$ cat src/rtl/uart_pkg.sv
// uart_pkg: shared types and default constants for the UART transmit arbiter.
//   arb_state_t      - arbiter FSM state (IDLE, XFER)
//   DBIT_DEFAULT     - data bits per byte, matches the UART dbit
//   MAXBEATS_DEFAULT - bytes allowed per grant before a forced release
package uart_pkg;

  typedef enum logic {
    IDLE = 1'b0,
    XFER = 1'b1
  } arb_state_t;

  localparam int unsigned DBIT_DEFAULT     = 8;
  localparam int unsigned MAXBEATS_DEFAULT = 16;

endpackage

$ cat src/rtl/uart_tx_arbiter_rr_pick.sv
// rr_pick: combinational round-robin selector.
//   valid     - per-requester valid vector
//   rr_ptr    - index where the upward search starts (wraps modulo NREQ)
//   winner    - one-hot first valid requester at or above rr_ptr, or zero
//   any_valid - high when any valid bit is set
module rr_pick
  import uart_pkg::*;
#(
  parameter int unsigned NREQ = 4,
  parameter int unsigned PW   = (NREQ > 1) ? $clog2(NREQ) : 1
) (
  input  logic [NREQ-1:0] valid,
  input  logic [PW-1:0]   rr_ptr,
  output logic [NREQ-1:0] winner,
  output logic            any_valid
);

  logic [NREQ-1:0] rot_valid;
  logic [NREQ-1:0] rot_win;
  logic            found;

  // Rotate so rr_ptr lands at bit 0, take the lowest set bit, rotate back.
  always_comb begin
    rot_valid = NREQ'({valid, valid} >> rr_ptr);
    rot_win   = '0;
    found     = 1'b0;
    for (int unsigned i = 0; i < NREQ; i++) begin
      if (rot_valid[i] && !found) begin
        rot_win[i] = 1'b1;
        found      = 1'b1;
      end
    end
    winner    = NREQ'(({rot_win, rot_win} << rr_ptr) >> NREQ);
    any_valid = |valid;
  end

endmodule

$ cat src/rtl/uart_tx_arbiter.sv
// uart_tx_arbiter: shares one UART transmit FIFO among NREQ byte-stream
// requesters with round-robin packet-level arbitration.
//   clk, reset           - rising-edge clock, synchronous active-high reset
//   req_valid/data/last  - per-requester byte stream (data packed i*DBIT +: DBIT)
//   req_ready            - per-requester byte accept (owner only, ~txfull)
//   wdata, wruart        - byte and write strobe to the UART transmit FIFO
//   txfull               - UART transmit FIFO full
//   grant                - one-hot current owner, or zero
//   busy                 - a grant is held
//   trunc                - one-cycle pulse after a forced release at MAXBEATS
module uart_tx_arbiter
  import uart_pkg::*;
#(
  parameter int unsigned NREQ     = 4,
  parameter int unsigned DBIT     = DBIT_DEFAULT,
  parameter int unsigned MAXBEATS = MAXBEATS_DEFAULT
) (
  input  logic                 clk,
  input  logic                 reset,
  input  logic [NREQ-1:0]      req_valid,
  input  logic [NREQ*DBIT-1:0] req_data,
  input  logic [NREQ-1:0]      req_last,
  output logic [NREQ-1:0]      req_ready,
  output logic [DBIT-1:0]      wdata,
  output logic                 wruart,
  input  logic                 txfull,
  output logic [NREQ-1:0]      grant,
  output logic                 busy,
  output logic                 trunc
);

  localparam int unsigned PW = (NREQ > 1) ? $clog2(NREQ) : 1;
  localparam int unsigned CW = (MAXBEATS > 1) ? $clog2(MAXBEATS) : 1;

  arb_state_t      state;
  logic [PW-1:0]   rr_ptr;
  logic [PW-1:0]   next_ptr;
  logic [CW-1:0]   beat_cnt;
  logic [NREQ-1:0] pick;
  logic            any_valid;
  logic            owner_valid;
  logic            owner_last;
  logic [DBIT-1:0] owner_data;
  logic            in_xfer;
  logic            accept;
  logic            at_limit;
  logic            rel_now;

  rr_pick #(
    .NREQ (NREQ),
    .PW   (PW)
  ) u_pick (
    .valid     (req_valid),
    .rr_ptr    (rr_ptr),
    .winner    (pick),
    .any_valid (any_valid)
  );

  // Owner's stream and the pointer just past it, selected by the one-hot grant.
  always_comb begin
    owner_valid = 1'b0;
    owner_last  = 1'b0;
    owner_data  = '0;
    next_ptr    = '0;
    for (int unsigned i = 0; i < NREQ; i++) begin
      if (grant[i]) begin
        owner_valid = req_valid[i];
        owner_last  = req_last[i];
        owner_data  = req_data[i*DBIT +: DBIT];
        next_ptr    = (i == NREQ - 1) ? '0 : PW'(i + 1);
      end
    end
  end

  // Reset gates the combinational handshake so nothing is written while held.
  always_comb begin
    in_xfer   = (state == XFER) && !reset;
    accept    = in_xfer && owner_valid && !txfull;
    at_limit  = (beat_cnt == CW'(MAXBEATS - 1));
    rel_now   = accept && (owner_last || at_limit);
    wruart    = accept;
    wdata     = accept ? owner_data : '0;
    req_ready = (in_xfer && !txfull) ? grant : '0;
  end

  always_ff @(posedge clk) begin
    if (reset) begin
      state    <= IDLE;
      rr_ptr   <= '0;
      beat_cnt <= '0;
      grant    <= '0;
      busy     <= 1'b0;
      trunc    <= 1'b0;
    end else begin
      trunc <= 1'b0;
      unique case (state)
        IDLE: begin
          if (any_valid) begin
            grant    <= pick;
            busy     <= 1'b1;
            beat_cnt <= '0;
            state    <= XFER;
          end
        end
        XFER: begin
          if (rel_now) begin
            grant    <= '0;
            busy     <= 1'b0;
            beat_cnt <= '0;
            rr_ptr   <= next_ptr;
            trunc    <= !owner_last;
            state    <= IDLE;
          end else if (accept) begin
            beat_cnt <= beat_cnt + 1'b1;
          end
        end
      endcase
    end
  end

endmodule

$ cat config.mk
export PLATFORM = sky130hd
export DESIGN_NAME = uart_tx_arbiter
export DESIGN_NICKNAME = d
export VERILOG_FILES = /design/src/rtl/uart_pkg.sv /design/src/rtl/uart_tx_arbiter_rr_pick.sv /design/src/rtl/uart_tx_arbiter.sv
export SDC_FILE = /design/constraint.sdc
export NUM_CORES = 1
export LEC_CHECK = 0
export ABC_AREA = 1
export BUFFER_PORTS_ARGS = -buffer_cell sky130_fd_sc_hd__buf_4
export CORE_MARGIN = 2
export CORE_UTILIZATION = 49
export DETAILED_ROUTE_END_ITERATION = 16
export PLACE_DENSITY = 0.9
export RECOVER_POWER = 50
export SLEW_MARGIN = 20
export SYNTH_ARGS = -nofsm -noshare
export SYNTH_HDL_FRONTEND = slang
export SYNTH_HIERARCHICAL = 1
export SYNTH_SLANG_ARGS = --single-unit
export TNS_END_PERCENT = 30
$ cat constraint.sdc
create_clock -name clk -period 2.2 [get_ports clk]
set_input_delay 0.33 -clock clk [delete_from_list [all_inputs] [get_ports clk]]
set_output_delay 0.33 -clock clk [all_outputs]
set_load 0.02 [all_outputs]
==> results of run 1 <==
==> layout make-up <==
type | count | area (um2) | area share [%]
Tap cell | 30 | 37.5 | 2.19
Clock buffer | 3 | 22.5 | 1.32
Clock inverter | 1 | 5.00 | 0.292
Multi-Input combinational cell | 168 | 862 | 50.4
Timing Repair Buffer | 65 | 458 | 26.8
Sequential cell | 13 | 260 | 15.2
Inverter | 17 | 66.3 | 3.87
==> power breakdown <==
| part | leakage [nW] | total, mW | internal [mW] | switching (mW) |
|---|---|---|---|---|
| clock | 0.0177 | 0.154 | 0.0677 | 0.0861 |
| combinational | 0.718 | 0.181 | 0.0888 | 0.0921 |
| sequential | 0.106 | 0.255 | 0.245 | 0.0105 |
| total | 0.842 | 0.590 | 0.401 | 0.189 |
==> flip-flops by register name, summed over array words and instances, names as in the netlist <==
| register | flops |
|---|---|
| beat_cnt | 4 |
| grant | 4 |
| rr_ptr | 2 |
| busy | 1 |
| state | 1 |
| trunc | 1 |
==> cell families after synthesis <==
kind of cell,share of synthesized area (%)
adder cells (fa/ha/maj),0.994
buffers and inverters,10.0
AND/OR/NAND/NOR,51.6
XOR/XNOR,0.696
AO/OA/AOI/OAI,16.0
flip-flops,20.7
==> worst max-delay path: stages, from the launching register on <==
cell,delay (ns)
dfxtp_1,0.38
inv_1,0.40
nand3_4,0.14
nand2_1,0.13
nand2_4,0.10
a21oi_1,0.14
buf_4,0.16
==> worst paths after layout <==
kind	from	endpoint	slack, ns	cells after the start
worst min register to register	busy	busy	0.52	2
worst max register to register	grant[2]	rr_ptr[1]	0.38	10
worst min-delay path	reset	grant[1]	0.23	2
worst max-delay path	grant[2]	wdata[2]	0.12	6
==> layout by cell type, fill, tap and decap left out <==
cell      instances
inv_2             3
nand2_2           7
nor2_2            1
o21ai_1           3
a21oi_1          18
dfxtp_1          13
a21oi_4           1
nand2_4           1
o21ai_0           4
nand3_1          36
o211ai_1          8
inv_4             1
clkinv_1          2
nand3_4           1
nand3_2           8
clkinv_2          1
buf_4            57
clkbuf_4          3
inv_1            11
nor2_1           13
xor2_1            1
nand2_1          63
clkbuf_1          8
or4_1             1
nand3b_1          1
ha_1              1
==> per-stage QoR <==
| step | power (mW) | util (%) |
|---|---|---|
| floorplan | 0.355 | - |
| global placement | 0.442 | 70.2 |
| detailed placement | 0.445 | 70.2 |
| CTS | 0.592 | 71.4 |
| global route | 0.614 | 69.7 |
| finish | 0.590 | 69.7 |
==> per-layer routing <==
metal	GRT usage, %	vias to the layer above
li1	-	814
met1	27.4	699
met2	44.2	73
met3	4.10	7
met4	7.92	0
met5	0	-
==> results.py, run 1 <==
metrics = {
    "run_status": {
        "status": "complete, no violations",
    },
    "sta": {
        "slew_headroom_pct": 67.6,
        "worstMarginPinSlew_ns": 0.486,
        "final.setup.tns_ns": 0,
        "hold-worst-slack_ns": 0.227,
        "rsz0062_at_grt": "no",
        "fin_skew_ns": 0.00891,
        "fin_crit_sh_pct": 94.6,
        "max_freq_mhz": 481,
        "finalCriticalPeriod_ns": 2.08,
        "maxSlewViolCount": 0,
        "hold_violations": 0,
        "fin_ws_ns": 0.119,
        "setup_viol": 0,
    },
    "critical_path": {
        "arrival_ns": 1.75,
        "critPathLaunchType": "register",
        "critical_path_class": "reg2out",
        "worst-path-max-fanout": 16,
        "cp.required_ns": 1.87,
        "end_kind": "output port",
    },
    "detailed_routing": {
        "num_vias": 1593,
        "drtPass1Iterations": 4,
        "top_layer": "met4",
        "drc": 0,
        "drt-met1-wl_um": 1490,
        "wl_met2_um": 1780,
        "ant_nets": 0,
        "route.met3.wl_um": 402,
        "route.final.wire_length_um": 3720,
        "vias_per_cell": 5.36,
        "post_drt_wl_per_cell_um": 12.5,
        "drt_iter0_markers": 52,
    },
    "logic_synthesis": {
        "synth_flop_cell": "dfxtp_1",
        "synth.avg_cell_area_um2": 6.11,
        "ys_top_cells_by_count": "nand2_1 (61), nand3_1 (36), a21oi_1 (18)",
        "synthCells": 206,
        "synth_area_um2": 1260,
        "async_flop_share_pct": 0,
        "synth_seq_area_share_pct": 20.7,
        "synth_top_area_share_pct": 20.7,
        "yosysWarnings": 6,
        "yosysMostFrequentCell": "nand2_1",
        "yosysTopAreaCell": "dfxtp_1",
        "synth_edf_count": 0,
        "synth_cell_type_count": 25,
        "synth_nets": 250,
        "synth_area_leaders": "dfxtp_1 (21%), nand2_1 (18%), nand3_1 (14%), a21oi_1 (7.2%), nand3_2 (6.4%)",
        "ys_ff_latch": 13,
    },
    "clock_tree": {
        "hold_buffers": 0,
        "cts.repair.resized": 0,
        "post_cts.repair.setup_buffers": 0,
        "cts_buffer_depth": 2,
        "cts.sinks": 13,
        "cts_buffers": 3,
        "clk_latency_ns": 0.29,
        "htreeDepth": 1,
        "cts.clk_slew.worst_paths_ns": 0.09,
        "cts_tree": "built",
        "root_buffer": "clkbuf_4",
    },
    "global_routing": {
        "grt_max_degree": 17,
        "antenna_found_initial": 0,
        "first_global_vias": 1319,
        "track_usage_pct": 24.0,
        "grt.overflow.total": 0,
        "grt_pass1_wl_um": 5270,
    },
    "place": {
        "gp_congestion": 0.889,
        "detailed_place_hpwl_um": 2930,
        "port_buffers": 61,
        "place_worst_setup_slack_ns": 0.362,
        "dpl-instance-area_um2": 1720,
        "placedCellCount": 293,
    },
    "cells_and_area": {
        "insertedDiodeCount": 0,
        "fin_cells": 297,
        "fillers": 234,
        "syn_to_final_growth_pct": 36.0,
        "drive_above_1_share_pct": 31.5,
        "nets": 312,
        "final_area_um2": 1710,
    },
    "floorplanning": {
        "fp.dieArea_um2": 2990,
        "core-area_um2": 2450,
        "rows": 18,
        "initial_core_util_pct": 51.3,
        "die_w_um": 54.7,
        "dieHeight_um": 54.7,
        "ios": 62,
    },
    "power_and_ir_drop": {
        "vdd_drop_max_v": 0.000437,
        "powerDensity_nw_per_um2": 345,
        "p_leak_nw": 0.842,
    },
    "min_path": {
        "hold_path.class": "in2reg",
    },
    "run": {
        "drv_cap": 0,
    },
}
Power figures use the tool's default switching activity.
==> run 2, diff against run 1 <==
- CELL_PAD_IN_SITES_DETAIL_PLACEMENT: not set -> 1
- CELL_PAD_IN_SITES_GLOBAL_PLACEMENT: not set -> 2
- CORE_MARGIN: 2 -> not set
- CORE_UTILIZATION: 49 -> 24
==> results.py, run 2 (synthesis results as in run 1) <==
metrics = {
    "critical_path": {
        "worst-path-max-fanout": 11,
        "crit_family": "flip-flops",
        "crit_cells": 7,
        "worst_path_most_repeated_cell": "nand2_1",
        "r2r_slack_ns": 0.30,
        "end_kind": "output port",
        "worstReg2RegStart": "grant[3]",
        "cp.required_ns": 1.87,
        "crit_path_max_incr_delay_ns": 0.47,
        "arrival_ns": 1.64,
        "cp_slowest_cell": "dfxtp_1",
        "r2r_end": "rr_ptr[1]",
        "cp_cell_sequence": "inv_2, nand2_1, nand3_4, nand2_1, nand2_4, a21oi_1, buf_4",
        "crit_start": "grant[1]",
        "critical_path_class": "reg2out",
        "critPathBufInv": 2,
        "critPathLaunchType": "register",
        "endpoint": "wdata[1]",
        "worstRegToRegCells": 9,
    },
    "cells_and_area": {
        "final_area_um2": 1780,
        "syn_to_final_growth_pct": 41.4,
        "final_common_cell": "nand2_1",
        "fin_cells": 334,
        "reg.largest.list": "beat_cnt x4, grant x4, rr_ptr x2",
        "postLayoutCoreUtil_pct": 36.5,
        "layout_common_cells": "nand2_1 (63), buf_4 (58), nand3_1 (36)",
        "insertedDiodeCount": 0,
        "fillers": 681,
        "drive_above_1_share_pct": 31.8,
        "nets": 312,
    },
    "floorplanning": {
        "core-area_um2": 4880,
        "dieHeight_um": 74.4,
        "rows": 25,
        "ios": 62,
        "fp.dieArea_um2": 5540,
        "die_w_um": 74.4,
        "initial_core_util_pct": 25.8,
    },
    "min_path": {
        "hp-start": "reset",
        "holdPathStages": 2,
        "hold_path.class": "in2reg",
    },
    "power_and_ir_drop": {
        "p_total_mw": 0.660,
        "combPwrFrac_pct": 27.9,
        "p_switching_mw": 0.197,
        "p_clk_share_pct": 33.4,
        "p_leak_nw": 0.854,
        "power_frac_seq_pct": 38.6,
        "power.internal_mw": 0.463,
        "vdd_drop_max_v": 0.000231,
        "powerDensity_nw_per_um2": 371,
        "swShare_pct": 29.8,
    },
    "clock_tree": {
        "cts.clk_slew.worst_paths_ns": 0.06,
        "cts_buffer_depth": 2,
        "htreeDepth": 1,
        "post_cts.repair.setup_buffers": 0,
        "cts.repair.resized": 0,
        "cts.sinks": 13,
        "cts_buffers": 3,
        "hold_buffers": 0,
        "clk_latency_ns": 0.25,
        "cts_tree": "built",
        "root_buffer": "clkbuf_8",
    },
    "place": {
        "gp_congestion": 0.755,
        "port_buffers": 61,
        "detailed_place_hpwl_um": 3550,
        "dpl-instance-area_um2": 1770,
        "placedCellCount": 330,
    },
    "sta": {
        "worstMarginPinSlew_ns": 0.592,
        "setup_viol": 0,
        "finalCriticalPeriod_ns": 1.97,
        "fin_skew_ns": 0.00457,
        "max_freq_mhz": 507,
        "hold_violations": 0,
        "rsz0062_at_grt": "no",
        "maxSlewViolCount": 0,
        "fin_crit_sh_pct": 89.7,
        "final.setup.tns_ns": 0,
        "slew_headroom_pct": 60.5,
    },
    "detailed_routing": {
        "drc": 0,
        "post_drt_wl_per_cell_um": 13.1,
        "drtPass1Iterations": 4,
        "ant_nets": 0,
        "route.final.wire_length_um": 4390,
        "num_vias": 1567,
        "vias_per_cell": 4.69,
        "drt_iter0_markers": 34,
    },
    "global_routing": {
        "grt.overflow.total": 0,
        "grt_max_degree": 20,
        "grt_pass1_wl_um": 6870,
        "first_global_vias": 1493,
        "track_usage_pct": 16.1,
        "antenna_found_initial": 0,
    },
    "run": {
        "drv_cap": 0,
    },
    "run_status": {
        "status": "complete, no violations",
    },
}
-- run 2: changes by cell type in the layout (fill, tap and decap cells not counted), sizes merged --
cell	before	now
buf	57	58
clkinv	3	1
inv	15	16
-- run 2: worst min-delay path by stage --
stage / to / slack [ns]
after floorplan: grant[0] / 0.40
after CTS: grant[0] / 0.28
final: grant[0] / 0.28
after global placement: busy / 0.51
after global routing: grant[0] / 0.28
after detailed placement: busy / 0.51
-- run 2: through the flow --
| stage | setup WS [ns] | hold WS [ns] |
|---|---|---|
| 6_report | 0.226 | 0.276 |
| 5_1_grt | 0.0601 | 0.280 |
| 4_1_cts | 0.188 | 0.277 |
| 3_5_place_dp | 0.372 | 0.508 |
| 3_3_place_gp | 0.399 | 0.510 |
| 2_1_floorplan | 0.483 | 0.399 |
-- run 2: area by class of cell --
| type | instances | area (um2) | area share, % |
|---|---|---|---|
| Tap cell | 67 | 83.8 | 4.71 |
| Inverter | 17 | 66.3 | 3.73 |
| Sequential cell | 13 | 260 | 14.6 |
| Multi-Input combinational cell | 168 | 862 | 48.5 |
| Clock buffer | 4 | 45.0 | 2.53 |
| Timing Repair Buffer | 65 | 462 | 25.9 |
-- run 2: power by group through the flow --
stage,Combinational [mW],Sequential (mW),Clock [mW]
after floorplan,0.0923,0.263,0
after global placement,0.188,0.260,0
after detailed placement,0.190,0.260,0
after CTS,0.191,0.255,0.224
after global routing,0.205,0.257,0.242
final,0.184,0.255,0.220
-- run 2: routing by layer --
layer  part of all wire, %  wire length, um  track usage (%)
met3                   7.2              317             3.12
met1                    45             2000             20.3
met2                    47             2050             27.9
met5                     0                0                0
met4                  0.71               31             4.19
